[src/rtl/softmax_pkg.sv]
// rtl/softmax_pkg.sv - shared types, constants and exponent approximation for the softmax sequencer
package softmax_pkg;

    typedef enum logic [1:0] {
        ST_IDLE,
        ST_EXP,
        ST_DIV,
        ST_OUT
    } state_e;

    localparam int TH_0 = -32;
    localparam int TH_1 = -16;
    localparam int TH_2 = 0;
    localparam int TH_3 = 16;
    localparam int TH_4 = 32;

    localparam logic [7:0] EXP_L0 = 8'd1;
    localparam logic [7:0] EXP_L1 = 8'd4;
    localparam logic [7:0] EXP_L2 = 8'd16;
    localparam logic [7:0] EXP_L3 = 8'd64;
    localparam logic [7:0] EXP_L4 = 8'd128;
    localparam logic [7:0] EXP_L5 = 8'd255;

    localparam int Q_SCALE = 256;
    localparam int Q_SHIFT = 8;

    // Piecewise staircase standing in for e^x; never returns zero so the sum is always non-zero.
    function automatic logic [7:0] approx_exp(input int x);
        logic [7:0] r;
        if (x <= TH_0)      r = EXP_L0;
        else if (x <= TH_1) r = EXP_L1;
        else if (x <= TH_2) r = EXP_L2;
        else if (x <= TH_3) r = EXP_L3;
        else if (x <= TH_4) r = EXP_L4;
        else                r = EXP_L5;
        return r;
    endfunction

endpackage

[src/rtl/softmax_seq_ctrl_seq_divider.sv]
// rtl/softmax_seq_ctrl_seq_divider.sv - restoring divider, one quotient bit per clock
module seq_divider #(
    parameter int DIVIDEND_W = 24,
    parameter int DIVISOR_W  = 19
) (
    input  logic                  clk,
    input  logic                  rst_n,
    input  logic                  start_i,
    input  logic [DIVIDEND_W-1:0] dividend_i,
    input  logic [DIVISOR_W-1:0]  divisor_i,
    output logic                  done_o,
    output logic [DIVIDEND_W-1:0] quotient_o
);

    localparam int CNT_W = $clog2(DIVIDEND_W + 1);

    logic [DIVISOR_W-1:0]  rem_q, rem_in, rem_d;
    logic [DIVIDEND_W-1:0] sr_q, sr_in, sr_d;
    logic [DIVISOR_W-1:0]  dvs_q, dvs_in;
    logic [CNT_W-1:0]      cnt_q;
    logic                  active_q, done_q, zero_q;
    logic [DIVISOR_W:0]    trial;
    logic                  qbit;

    // The start cycle already performs the first iteration, so a divide spans DIVIDEND_W edges.
    always_comb begin
        rem_in = start_i ? '0 : rem_q;
        sr_in  = start_i ? dividend_i : sr_q;
        dvs_in = start_i ? divisor_i : dvs_q;
        trial  = {rem_in, sr_in[DIVIDEND_W-1]};
        qbit   = 1'b0;
        rem_d  = trial[DIVISOR_W-1:0];
        if (trial >= {1'b0, dvs_in}) begin
            qbit  = 1'b1;
            rem_d = DIVISOR_W'(trial - {1'b0, dvs_in});
        end
        sr_d = {sr_in[DIVIDEND_W-2:0], qbit};
    end

    always_ff @(posedge clk or negedge rst_n) begin
        if (!rst_n) begin
            rem_q    <= '0;
            sr_q     <= '0;
            dvs_q    <= '0;
            cnt_q    <= '0;
            active_q <= 1'b0;
            done_q   <= 1'b0;
            zero_q   <= 1'b0;
        end else begin
            done_q <= 1'b0;
            if (start_i) begin
                rem_q    <= rem_d;
                sr_q     <= sr_d;
                dvs_q    <= divisor_i;
                zero_q   <= (divisor_i == '0);
                cnt_q    <= CNT_W'(DIVIDEND_W - 1);
                active_q <= 1'b1;
            end else if (active_q) begin
                rem_q <= rem_d;
                sr_q  <= sr_d;
                cnt_q <= cnt_q - CNT_W'(1);
                if (cnt_q == CNT_W'(1)) begin
                    active_q <= 1'b0;
                    done_q   <= 1'b1;
                end
            end
        end
    end

    assign done_o     = done_q;
    assign quotient_o = zero_q ? '0 : sr_q;

endmodule

[src/rtl/softmax_seq_ctrl.sv]
// rtl/softmax_seq_ctrl.sv - load, exponentiate, divide and emit one softmax vector at a time
module softmax_seq_ctrl
    import softmax_pkg::*;
#(
    parameter int N_IN   = 4,
    parameter int DATA_W = 8,
    parameter int EXP_W  = 16
) (
    input  logic              clk,
    input  logic              rst_n,
    input  logic              in_valid,
    output logic              in_ready,
    input  logic [DATA_W-1:0] in_data,
    output logic              out_valid,
    input  logic              out_ready,
    output logic [DATA_W-1:0] out_data,
    output logic              out_last,
    output logic              busy
);

    localparam int SUM_W     = EXP_W + $clog2(N_IN) + 1;
    localparam int DIV_ITERS = EXP_W + 8;
    localparam int IDX_W     = (N_IN > 1) ? $clog2(N_IN) : 1;
    localparam logic [IDX_W-1:0] LAST = IDX_W'(N_IN - 1);

    state_e                   state_q;
    logic signed [DATA_W-1:0] logit_q [N_IN];
    logic [EXP_W-1:0]         exp_q   [N_IN];
    logic [SUM_W-1:0]         sum_q;
    logic [IDX_W-1:0]         load_cnt_q, idx_q;
    logic                     in_ready_q, out_valid_q, out_last_q, busy_q, div_start_q;
    logic [DATA_W-1:0]        out_data_q;

    logic [EXP_W-1:0]         exp_val;
    logic [DIV_ITERS-1:0]     dividend, quotient;
    logic                     div_done;
    logic [DATA_W-1:0]        prob_sat;

    // idx_q walks the elements both during EXP and during DIV/OUT.
    assign exp_val  = EXP_W'(approx_exp(int'(logit_q[idx_q])));
    assign dividend = {exp_q[idx_q], {Q_SHIFT{1'b0}}};
    assign prob_sat = (|quotient[DIV_ITERS-1:DATA_W]) ? {DATA_W{1'b1}} : quotient[DATA_W-1:0];

    seq_divider #(
        .DIVIDEND_W(DIV_ITERS),
        .DIVISOR_W (SUM_W)
    ) u_div (
        .clk       (clk),
        .rst_n     (rst_n),
        .start_i   (div_start_q),
        .dividend_i(dividend),
        .divisor_i (sum_q),
        .done_o    (div_done),
        .quotient_o(quotient)
    );

    always_ff @(posedge clk or negedge rst_n) begin
        if (!rst_n) begin
            state_q     <= ST_IDLE;
            sum_q       <= '0;
            load_cnt_q  <= '0;
            idx_q       <= '0;
            in_ready_q  <= 1'b1;
            out_valid_q <= 1'b0;
            out_last_q  <= 1'b0;
            out_data_q  <= '0;
            busy_q      <= 1'b0;
            div_start_q <= 1'b0;
            for (int i = 0; i < N_IN; i++) begin
                logit_q[i] <= '0;
                exp_q[i]   <= '0;
            end
        end else begin
            div_start_q <= 1'b0;
            case (state_q)
                ST_IDLE: begin
                    if (in_valid && in_ready_q) begin
                        logit_q[load_cnt_q] <= in_data;
                        if (load_cnt_q == LAST) begin
                            load_cnt_q <= '0;
                            in_ready_q <= 1'b0;
                            busy_q     <= 1'b1;
                            sum_q      <= '0;
                            idx_q      <= '0;
                            state_q    <= ST_EXP;
                        end else begin
                            load_cnt_q <= load_cnt_q + IDX_W'(1);
                        end
                    end
                end
                ST_EXP: begin
                    exp_q[idx_q] <= exp_val;
                    sum_q        <= sum_q + SUM_W'(exp_val);
                    if (idx_q == LAST) begin
                        idx_q       <= '0;
                        div_start_q <= 1'b1;
                        state_q     <= ST_DIV;
                    end else begin
                        idx_q <= idx_q + IDX_W'(1);
                    end
                end
                ST_DIV: begin
                    if (div_done) begin
                        out_valid_q <= 1'b1;
                        out_data_q  <= prob_sat;
                        out_last_q  <= (idx_q == LAST);
                        state_q     <= ST_OUT;
                    end
                end
                ST_OUT: begin
                    if (out_ready) begin
                        out_valid_q <= 1'b0;
                        out_last_q  <= 1'b0;
                        if (idx_q == LAST) begin
                            idx_q      <= '0;
                            in_ready_q <= 1'b1;
                            busy_q     <= 1'b0;
                            state_q    <= ST_IDLE;
                        end else begin
                            idx_q       <= idx_q + IDX_W'(1);
                            div_start_q <= 1'b1;
                            state_q     <= ST_DIV;
                        end
                    end
                end
                default: state_q <= ST_IDLE;
            endcase
        end
    end

    assign in_ready  = in_ready_q;
    assign out_valid = out_valid_q;
    assign out_data  = out_data_q;
    assign out_last  = out_last_q;
    assign busy      = busy_q;

endmodule

[config.mk]
export PLATFORM = sky130hd
export DESIGN_NAME = softmax_seq_ctrl
export DESIGN_NICKNAME = d
export VERILOG_FILES = /design/src/rtl/softmax_pkg.sv /design/src/rtl/softmax_seq_ctrl_seq_divider.sv /design/src/rtl/softmax_seq_ctrl.sv
export SDC_FILE = /design/constraint.sdc
export NUM_CORES = 1
export LEC_CHECK = 0
export ABC_AREA = 1
export BUFFER_PORTS_ARGS = -buffer_cell sky130_fd_sc_hd__buf_2
export CAP_MARGIN = 20
export CORE_MARGIN = 3
export CORE_UTILIZATION = 35
export DETAILED_ROUTE_END_ITERATION = 16
export HOLD_SLACK_MARGIN = 0.05
export PLACE_DENSITY = 0.51
export SYNTH_ARGS = -nofsm -noshare
export SYNTH_HDL_FRONTEND = slang
export SYNTH_SLANG_ARGS = --single-unit
[constraint.sdc]
create_clock -name clk -period 4 [get_ports clk]
set_clock_uncertainty 0.05 [all_clocks]
set_input_delay 0.2 -clock clk [delete_from_list [all_inputs] [get_ports clk]]
set_output_delay 0.2 -clock clk [all_outputs]
set_load 0.01 [all_outputs]
---- After elaboration in Yosys (flattened, before gate mapping) ----
Cells that the tools add are included.
storage, ports and cells
  logic and storage cells ................. 143
  register bits ........................... 204
  output and inout bits ................... 12
  input bits .............................. 12
operators by class
  eq/ne operators ......................... 12
  $add $sub $neg .......................... 5
  muxes and demuxes ....................... 71
  order comparisons ....................... 10
  reduce and logical (&&, ||, !) cells .... 18
  bitwise gates (word level) .............. 2
operators with widths
  cell                  count
  $mux W19              7
  $mux W24              4
  $bwmux W64            1
  $mux W8               8
  $mux W16              3
  $pmux W19 S2          1
  $bmux W16 S2          1
  $bwmux W32            1
  $demux W16 S2         1
  $mux W2               11
  $mux W1               21
  $ge A20 B19 Y1        1
  $add A19 B8 Y19       1
  $logic_not A19 Y1     1
  $sub A19 B19 Y19      1
  $bmux W8 S2           1
  $demux W8 S2          1
  $le A8 B6 Y1 const B  2
  $reduce_or A16 Y1     1
  $mux W5               2
  $ne A2 B2 Y1 const B  5
  $pmux W1 S2           5
  $reduce_and A5 Y1     2
  $eq A2 B2 Y1 const B  4
  21 further kinds      32

---- Logic depth before layout (Yosys ltp) ----
Gate-level depths: netlist (run 1).
  depth after elaboration ................. 12
  mapped depth ............................ 24
  mapped depth without buffers ............ 23

---- Hierarchy ----
A second synthesis (run 1) with hierarchy kept.
second synthesis, totals
  cells, all modules ...................... 1262
  area total of the unflattened synthesis .. 9605.5 um^2
by module, submodules not included
  module            sequential area each (um^2)  instances  cells an instance  area an instance (um^2)
  softmax_seq_ctrl  2353.5                       1          610                4897.2
  seq_divider       1751.7                       1          652                4708.3

---- Worst setup path after synthesis (run 1) ----
No wires, ideal clock.
  path type ............................... reg2reg
  from .................................... register idx_q[0]
  to ...................................... register sum_q[13]
  data arrival time ....................... 2.598 ns
  path buffers ............................ 1
  setup slack ............................. 1.233 ns
  library setup time ...................... 0.119 ns
  data required time ...................... 3.831 ns
  stages on the path, launching flop included .. 23
  clock period less this slack ............ 2.767 ns
  cell sequence ........................... dfrtp_1 -> inv_2 -> buf_6 -> nand2_1 -> nand3_1 -> nand2_2 -> inv_2 -> nand2_2 -> nor2_4 -> nand2_4 -> nand2_8 -> nand2_4 -> and2_1 -> ha_1 -> nand2_1 -> nor2_1 -> inv_1 -> nor2_1 -> nand2_1 -> a31oi_2 -> nand3_1 -> nand2_1 -> nor2_1
on the way
  word-level cells in the longest chain between the ends .. 12
  elaborated cells between the ends (all ways) .. 16
  those cells by class .................... 1 x add/sub; 5 x order compare; 9 x mux; 1 x bitwise
RTL lines
  element                                         line                     RTL
  from (decl)                                     softmax_seq_ctrl.sv:30   logic [IDX_W-1:0] load_cnt_q, idx_q;
  from (signal assigned)                          softmax_seq_ctrl.sv:99   idx_q <= idx_q + IDX_W'(1);
  from (signal assigned)                          softmax_seq_ctrl.sv:120  idx_q <= idx_q + IDX_W'(1);
  $not A2 Y3 (not written as such) (*)            softmax_seq_ctrl.sv:40   assign exp_val = EXP_W'(approx_exp(int'(logit_q[idx_q])));
  $bmux W8 S2 (*)                                 softmax_seq_ctrl.sv:40
  $mux W8 (not written as such) (*) (2 in a row)  softmax_seq_ctrl.sv:40
  $le A8 B7 Y1                                    softmax_pkg.sv:34        else if (x <= TH_4) r = EXP_L4;
  $mux W7                                         softmax_pkg.sv:34
  $mux W8                                         softmax_pkg.sv:33        else if (x <= TH_3) r = EXP_L3;
  $mux W8                                         softmax_pkg.sv:32        else if (x <= TH_2) r = EXP_L2;
  $mux W8                                         softmax_pkg.sv:31        else if (x <= TH_1) r = EXP_L1;
  $mux W8 (*)                                     softmax_pkg.sv:30        if (x <= TH_0) r = EXP_L0;
  named net exp_val[6]                            softmax_seq_ctrl.sv:34   logic [EXP_W-1:0] exp_val;
  $add A19 B8 Y19 (*)                             softmax_seq_ctrl.sv:93   sum_q <= sum_q + SUM_W'(exp_val);
  $pmux W19 S2 (*)                                softmax_seq_ctrl.sv:75   case (state_q)
  to (signal assigned)                            softmax_seq_ctrl.sv:93
  to (decl)                                       softmax_seq_ctrl.sv:29   logic [SUM_W-1:0] sum_q;
Mark *: on every way through the listed nets, which the timed path passes. The rest lies on a longest branch. The select of a mux whose other input is x is not followed.
A chain may end at the register's enable or synchronous reset.

---- Worst setup path in the final report (run 1) ----
  from .................................... register idx_q[1]
  to ...................................... register sum_q[17]
on the way
  elaborated cells between the ends (all ways) .. 16
  those cells by class .................... 1 x add/sub; 5 x order compare; 9 x mux; 1 x bitwise
RTL lines
  element                                         line
  $not A2 Y3 (not written as such) (*)            softmax_seq_ctrl.sv:40
  $bmux W8 S2 (*)                                 softmax_seq_ctrl.sv:40
  $mux W8 (not written as such) (*) (2 in a row)  softmax_seq_ctrl.sv:40
  $le A8 B6 Y1                                    softmax_pkg.sv:33
  $mux W8                                         softmax_pkg.sv:33
  $mux W8                                         softmax_pkg.sv:32
  $mux W8                                         softmax_pkg.sv:31
  $mux W8 (*)                                     softmax_pkg.sv:30
  named net exp_val[7]                            softmax_seq_ctrl.sv:34
  $add A19 B8 Y19 (*)                             softmax_seq_ctrl.sv:93
  $pmux W19 S2 (*)                                softmax_seq_ctrl.sv:75
Marks and branches as above.

==> metrics.md, run 1 <==
| Metric | Value |
|---|---|
| Status | completed |
| IO Count | 24 |
| #FFs+latches synth | between 150 and 200 |
| TritonCTS Buffers | 17 |
| Max transition margin | around 35% |
| Routed vias | 7648 |
| Postcts setup bufs | 0 |
| Commonest non-fill, non-tap cell in the layout | nand2_1 |
| Syn nets | about 1300 |
| Vias in the first global route | 7148 |
| CTS tree | yes |
| Least-Margin Pin Slew | just under 1 ns |
| Post-synth EDFFs | 0 |
| RR Startpoint | idx_q[1]$_DFFE_PN0P_ |
| Overall Global Routing Usage | 16.6% |
| Vias per Instance | 4.83 |
| Maximum vdd drop | 0.000274 V |
| Synth Area in Compound Gates | 11.8% |
| Worst Path Max Fanout | 15 |
| Fin. Hold Viols | 0 |
| CTS max path bufs | 2 |
| Max H-tree Level | 4 |
| Clock sink total | 164 |
| Routed met2 length | 10200 um |
| Residual DRC count | 0 |
| TritonRoute pass-1 iters | 5 |
| Simple-gate share of the synthesized area | ~28% |
| Antenna Nets Post-Route | 0 |
| DIE AREA | 28400 um^2 |
| M1 wire length | about 12000 um |
| Fillers | 2704 |
| Antenna violations before repair | 0 |
| Sequential element share of the synthesized area | 44.4% |
| Root Buffer | clkbuf_16 |
| Drt total wl | between 20000 and 25000 um |
| Crit path time final | 3.52 ns |
| WL/cell | 14.6 um |
| Final Wtd Congestion | 0.851 |
| RSZ-0062 raised after global routing | no |
| Startpoint Class | flop |
| Hold/Removal Path Class | in -> reg |
| First-pass GRT wire length | approximately 38000 um |
| Dpl hpwl | 16700 um |
| Place WS | 0.488 ns |
| P per Cell Area | about 320 nW/um^2 |
| Fin worst setup slack | around 0.48 ns |
| Row count | 58 |
| Final period util | around 88% |
| Multi-input logic area | 4310 um^2 |
| Total negative slack | 0 ns |
| Area grow syn2layout | 12.0% |
| Die height | 169 um |
| Critical path endpoint category | flop |
| CORE AREA | 25500 um^2 |
| Cts hold-fix bufs | 9 |
| GRT overflow | 0 |
| Cells after Synth | 1215 |
| Post-Synth XOR/XNOR Area | 1.33% |
| Multiplexer share of the synthesized area | 0% |
| Synth cell types | 45 |
| CP Data Arrival Time | ~3.8 ns |
| DR iter-0 viols | 432 |
| Fraction of layout cells with a size suffix above 1 | 9.74% |
| Largest family of logic cells by synthesized area | simple AND/OR/NAND/NOR gates |
| Max-Cap Viols | 0 |
| Cts repair resizes | 0 |
| Dominant synthesized flop cell | dfrtp_1 |
| Critical path type | reg -> reg |
| # diodes | 0 |
| Mapped Area | 9250 um^2 |
| FMAX | roughly 0.28 GHz |
| Final setup violation count | 0 |
| Max Slew Vio Count | 0 |
| Top layer in use | met4 |
| Nets | roughly 1300 |
| Die W | 169 um |
| Hold Crit Start | out_ready |
| FF+latch area | 4110 um^2 |
| Avg Inst Size Synth | 7.61 um^2 |
| CTS clock-pin slew for the worst setup and hold paths | 0.07 ns |
| LEAKAGE | 5.41 nW |
| Most frequent cells in the layout | nand2_1 (366), dfrtp_1 (162), inv_1 (155) |
| # port buffers | 23 |
| Clock latency on the worst-skew pair | 0.43 ns |
| Yosys warnings | 0 |
| CP Launch Point | idx_q[1]$_DFFE_PN0P_ |
| Adder-cell share of the synthesized area | 5.44% |
| Data required, critical path | 4.26 ns |
| FFs w/ async S/R, synth | 100% |
| Maximum number of pins on one net before global-route repair | 96 |
| Starting Density | 36.2% |
| Met3 WL post-DR | 742 um |
-- report_power, final --
group | switching [mW] | internal, mW | total (mW)
Combinational | 0.0383 | 0.0119 | 0.0502
Clock | 0.779 | 0.840 | 1.62
Sequential | 0 | 1.66 | 1.66
Total | 0.817 | 2.51 | 3.33
-- worst paths after layout --
path | slack [ns] | endpoint | depth (start not counted)
worst min register to register | 0.43 | busy$_DFFE_PN0P_ | 2
worst max register to register | 0.48 | sum_q[17]$_DFFE_PN0P_ | 20
max in group asynchronous | 2.50 | u_div.rem_q[6]$_DFFE_PN0P_ | 3
worst min-delay path | 0.15 | out_valid$_DFFE_PN0P_ | 6
min in group asynchronous | 0.32 | out_data[3]$_DFFE_PN0P_ | 2
worst max-delay path | 0.48 | sum_q[17]$_DFFE_PN0P_ | 20
-- cells in the mapped netlist, types with 7 or more instances --
master    count  share of area [%]
a21oi_1      44                2.4
inv_2        12               0.49
nand3_1      77                4.2
nor2_1       81                3.3
o221ai_1      8               0.76
o22ai_1      17                1.1
xor2_1       10               0.95
nand4_1       9               0.61
ha_1         37                5.0
nor3_1       13               0.70
o21ai_1      12               0.65
buf_2         7               0.38
nand2_2      13               0.88
nor4_1       10               0.68
inv_1       155                6.3
o21ai_0      93                5.0
clkbuf_1     22               0.89
dfrtp_1     163                 44
nand2_1     366                 15
-- sequential cells by signal (all words and copies together), names as in the netlist, 5 cells and up --
signal and cells:
u_div.sr_q 24, sum_q 19, exp_q 24, u_div.dvs_q 19, u_div.cnt_q 5, u_div.rem_q 19, logit_q 32, out_data 8
-- per-stage QoR --
stage          power, mW  cells  utilization [%]  cell area [um^2]  hold WS (ns)
4_1_cts             3.38   1582             40.6             10400         0.129
2_1_floorplan       1.69   1215                -              9250        -0.146
3_5_place_dp        1.74   1541             37.9              9690         0.293
6_report            3.33   1582             40.6             10400         0.150
5_1_grt             3.46   1582             40.6             10400         0.184
3_3_place_gp        1.74   1541             37.9              9690         0.305
-- worst max-delay path, cell delays in order, from the launching register on --
cell and delay (ns):
dfrtp_1 0.61, inv_1 0.36, nand3_1 0.20, nand2_2 0.11, nand2_4 0.12, inv_2 0.03, nand2_1 0.06, nor2_2 0.05
nor2_4 0.15, nand2_4 0.08, and2_1 0.14, ha_1 0.34, nand2_1 0.10, nor2_1 0.13, inv_1 0.05, nor2_1 0.09
nand2_1 0.08, a31oi_2 0.37, nand3_1 0.12, nand2_1 0.08, nor2_1 0.05
-- cell families (layout without fill, tap and decap cells) --
group,Yosys count,after routing
compound gates,193,193
buf+inv,207,244
simple gates,598,598
flops,164,164
fa+ha+maj,39,39
xor+xnor,14,14
-- routing by layer --
| layer | global-route usage, % | vias up |
|---|---|---|
| met4 | 4.55 | 0 |
| met2 | 25.1 | 109 |
| met1 | 24.8 | 3568 |
| met5 | 0 | - |
| li1 | - | 3950 |
| met3 | 2.48 | 21 |
-- area by class of cell --
class | count | share of cell area (%)
Timing Repair Buffer | 42 | 2.89
Inverter | 170 | 6.21
Clock inverter | 14 | 1.51
Multi-Input combinational cell | 844 | 41.6
Tap cell | 330 | 3.99
Sequential cell | 164 | 39.6
Clock buffer | 18 | 4.14
No activity file was read; power rests on OpenSTA's default activity.
==> inputs of run 2 (changes only) <==
Clock period 4 ns to 3.5 ns, I/O delays scaled along.
==> run 2 against run 1 <==
Net effect: critical path depth decreased by 5; setup slack got worse by 0.15 ns; sequential power increased by 14%; register-to-register slack got worse by 0.15 ns; wire length increased by 2.5%; sequential cell count unchanged; largest cell class unchanged; largest power group is now the clock network.
==> metrics.md, run 2 (synthesis gave the netlist of run 1 again) <==
| Metric | Value |
|---|---|
| LEAKAGE | 5.46 nW (was 5.41 nW) |
| Biggest regs | logit_q: 32 flops, exp_q: 24 flops, u_div.sr_q: 24 flops (unchanged) |
| Startpoint Class | flop (unchanged) |
| Max-Cap Viols | 0 (unchanged) |
| Clock latency on the worst-skew pair | 0.44 ns (was 0.43 ns) |
| Drt total wl | 23600 um (was 23000 um) |
| IO Count | 24 (unchanged) |
| DR iter-0 viols | 578 (was 432) |
| Pwr Total | 3.90 mW (was 3.33 mW) |
| Dpl hpwl | 17400 um (was 16700 um) |
| Area grow syn2layout | 12.8% (was 12.0%) |
| Data required, critical path | 3.77 ns (was 4.26 ns) |
| Maximum number of pins on one net before global-route repair | 76 (was 96) |
| WL/cell | 14.9 um (was 14.6 um) |
| CTS max path bufs | 2 (unchanged) |
| Critical path type | reg -> reg (unchanged) |
| Design area | 10400 um^2 (about the same) |
| Residual DRC count | 0 (unchanged) |
| Antenna Nets Post-Route | 0 (unchanged) |
| Max H-tree Level | 4 (unchanged) |
| Worst Path Max Fanout | 16 (was 15) |
| Overall Global Routing Usage | 17.2% (was 16.6%) |
| Hold_ws | 0.103 ns (was 0.150 ns) |
| Critical path endpoint category | flop (unchanged) |
| Hold/Removal Path Class | in -> reg (unchanged) |
| DIE AREA | 28400 um^2 (unchanged) |
| Vias per Instance | 4.86 (was 4.83) |
| CP Data Arrival Time | 3.45 ns (was 3.78 ns) |
| Row count | 58 (unchanged) |
| Fraction of layout cells with a size suffix above 1 | 10.3% (was 9.74%) |
| Root Buffer | clkbuf_16 (unchanged) |
| Die height | 169 um (unchanged) |
| RSZ-0062 raised after global routing | no (unchanged) |
| Routed vias | 7709 (was 7648) |
| TritonRoute pass-1 iters | 5 (unchanged) |
| # port buffers | 23 (unchanged) |
| Crit path time final | 3.18 ns (was 3.52 ns) |
| Clock sink total | 164 (unchanged) |
| Commonest non-fill, non-tap cell in the layout | nand2_1 (unchanged) |
| Postcts setup bufs | 0 (unchanged) |
| TritonCTS Buffers | 17 (unchanged) |
| CTS clock-pin slew for the worst setup and hold paths | 0.07 ns (about the same) |
| Post-DP Area | 9720 um^2 (was 9690 um^2) |
| Antenna violations before repair | 0 (unchanged) |
| CTS tree | yes (unchanged) |
| Max Slew Vio Count | 0 (unchanged) |
| Nets | 1295 (was 1290) |
| Maximum vdd drop | 0.000249 V (was 0.000274 V) |
| Final setup violation count | 0 (unchanged) |
| Max reg flops | 32 (unchanged) |
| Starting Density | 36.2% (unchanged) |
| Least-Margin Pin Slew | 0.957 ns (was 0.980 ns) |
| CORE AREA | 25500 um^2 (unchanged) |
| Most flops, register | logit_q (unchanged) |
| Status | completed (unchanged) |
| GRT overflow | 0 (unchanged) |
| Most frequent cells in the layout | nand2_1 (366), dfrtp_1 (161), inv_1 (155) (was nand2_1 (366), dfrtp_1 (162), inv_1 (155)) |
| Die W | 169 um (unchanged) |
| Vias in the first global route | 7549 (was 7148) |
| FMAX | 0.315 GHz (was 0.284 GHz) |
| Total negative slack | 0 ns (unchanged) |
| Max transition margin | 35.8% (was 34.6%) |
| Final period util | 90.8% (was 88.1%) |
| P per Cell Area | 374 nW/um^2 (was 321 nW/um^2) |
| # diodes | 0 (unchanged) |
| Final Wtd Congestion | 0.864 (was 0.851) |
| Fin. Hold Viols | 0 (unchanged) |
| First-pass GRT wire length | 39500 um (was 38200 um) |
[run 2: stage by stage]
| stage | cells | util [%] | setup WS, ns |
|---|---|---|---|
| after floorplan | 1215 | - | 0.733 |
| after global placement | 1546 | 38.1 | 0.313 |
| after detailed placement | 1546 | 38.1 | 0.254 |
| after CTS | 1587 | 40.9 | 0.219 |
| after global routing | 1587 | 40.9 | 0.00495 |
| final | 1587 | 40.9 | 0.324 |
[run 2: cell type report]
cell class	instances	area, um^2
well taps	330	413
clock buffers	18	439
inverters	170	646
repair buffers	47	337
multi-input cells	844	4310
flip-flops and latches	164	4110
clock inverters	14	183
fillers	2662	15100
[run 2: repair_timing]
item | CTS | global route
gates resized for setup | 0 | 2
setup endpoints to repair | 0 | 9
hold endpoints to repair | 104 | 0
hold buffers | 9 | 0
[run 2: final timing paths]
check | from | cells past startpoint | endpoint | slack [ns]
worst max-delay path | div_start_q$_DFF_PN0_ | 15 | u_div.rem_q[1]$_DFFE_PN0P_ | 0.32
worst min-delay path | out_ready | 6 | out_valid$_DFFE_PN0P_ | 0.10
worst max register to register | div_start_q$_DFF_PN0_ | 15 | u_div.rem_q[1]$_DFFE_PN0P_ | 0.32
worst min register to register | busy$_DFFE_PN0P_ | 2 | busy$_DFFE_PN0P_ | 0.42
max in group asynchronous | rst_n | 3 | u_div.dvs_q[2]$_DFF_PN0_ | 2.18
min in group asynchronous | rst_n | 2 | out_data[3]$_DFFE_PN0P_ | 0.29
[run 2: metal layers]
layer | vias to the layer above | global-route usage [%] | wire length [um]
met5 | - | 0 | 0
met4 | 0 | 4.70 | 342
met3 | 23 | 2.73 | 638
met2 | 107 | 27.6 | 10800
met1 | 3627 | 24.4 | 11900
li1 | 3952 | - | -
[run 2: power breakdown]
group	switching [mW]	internal, mW	leakage [nW]
registers	0	1.89	2.15
logic	0.0457	0.0152	3.00
clock network	0.900	1.05	0.300
[run 2: critical path, cell delays in order (launching register included)]
cell     delay, ns
dfrtp_2       0.54
buf_4         0.24
o21ai_0       0.49
ha_1          0.39
nand2_2       0.16
nor2_4        0.06
nand2_1       0.05
nor2_1        0.04
nand2_1       0.09
nand2_2       0.07
nor2_4        0.18
nand2_4       0.06
nand2_2       0.30
o21ai_0       0.15
nand2_1       0.12
nand2_1       0.06
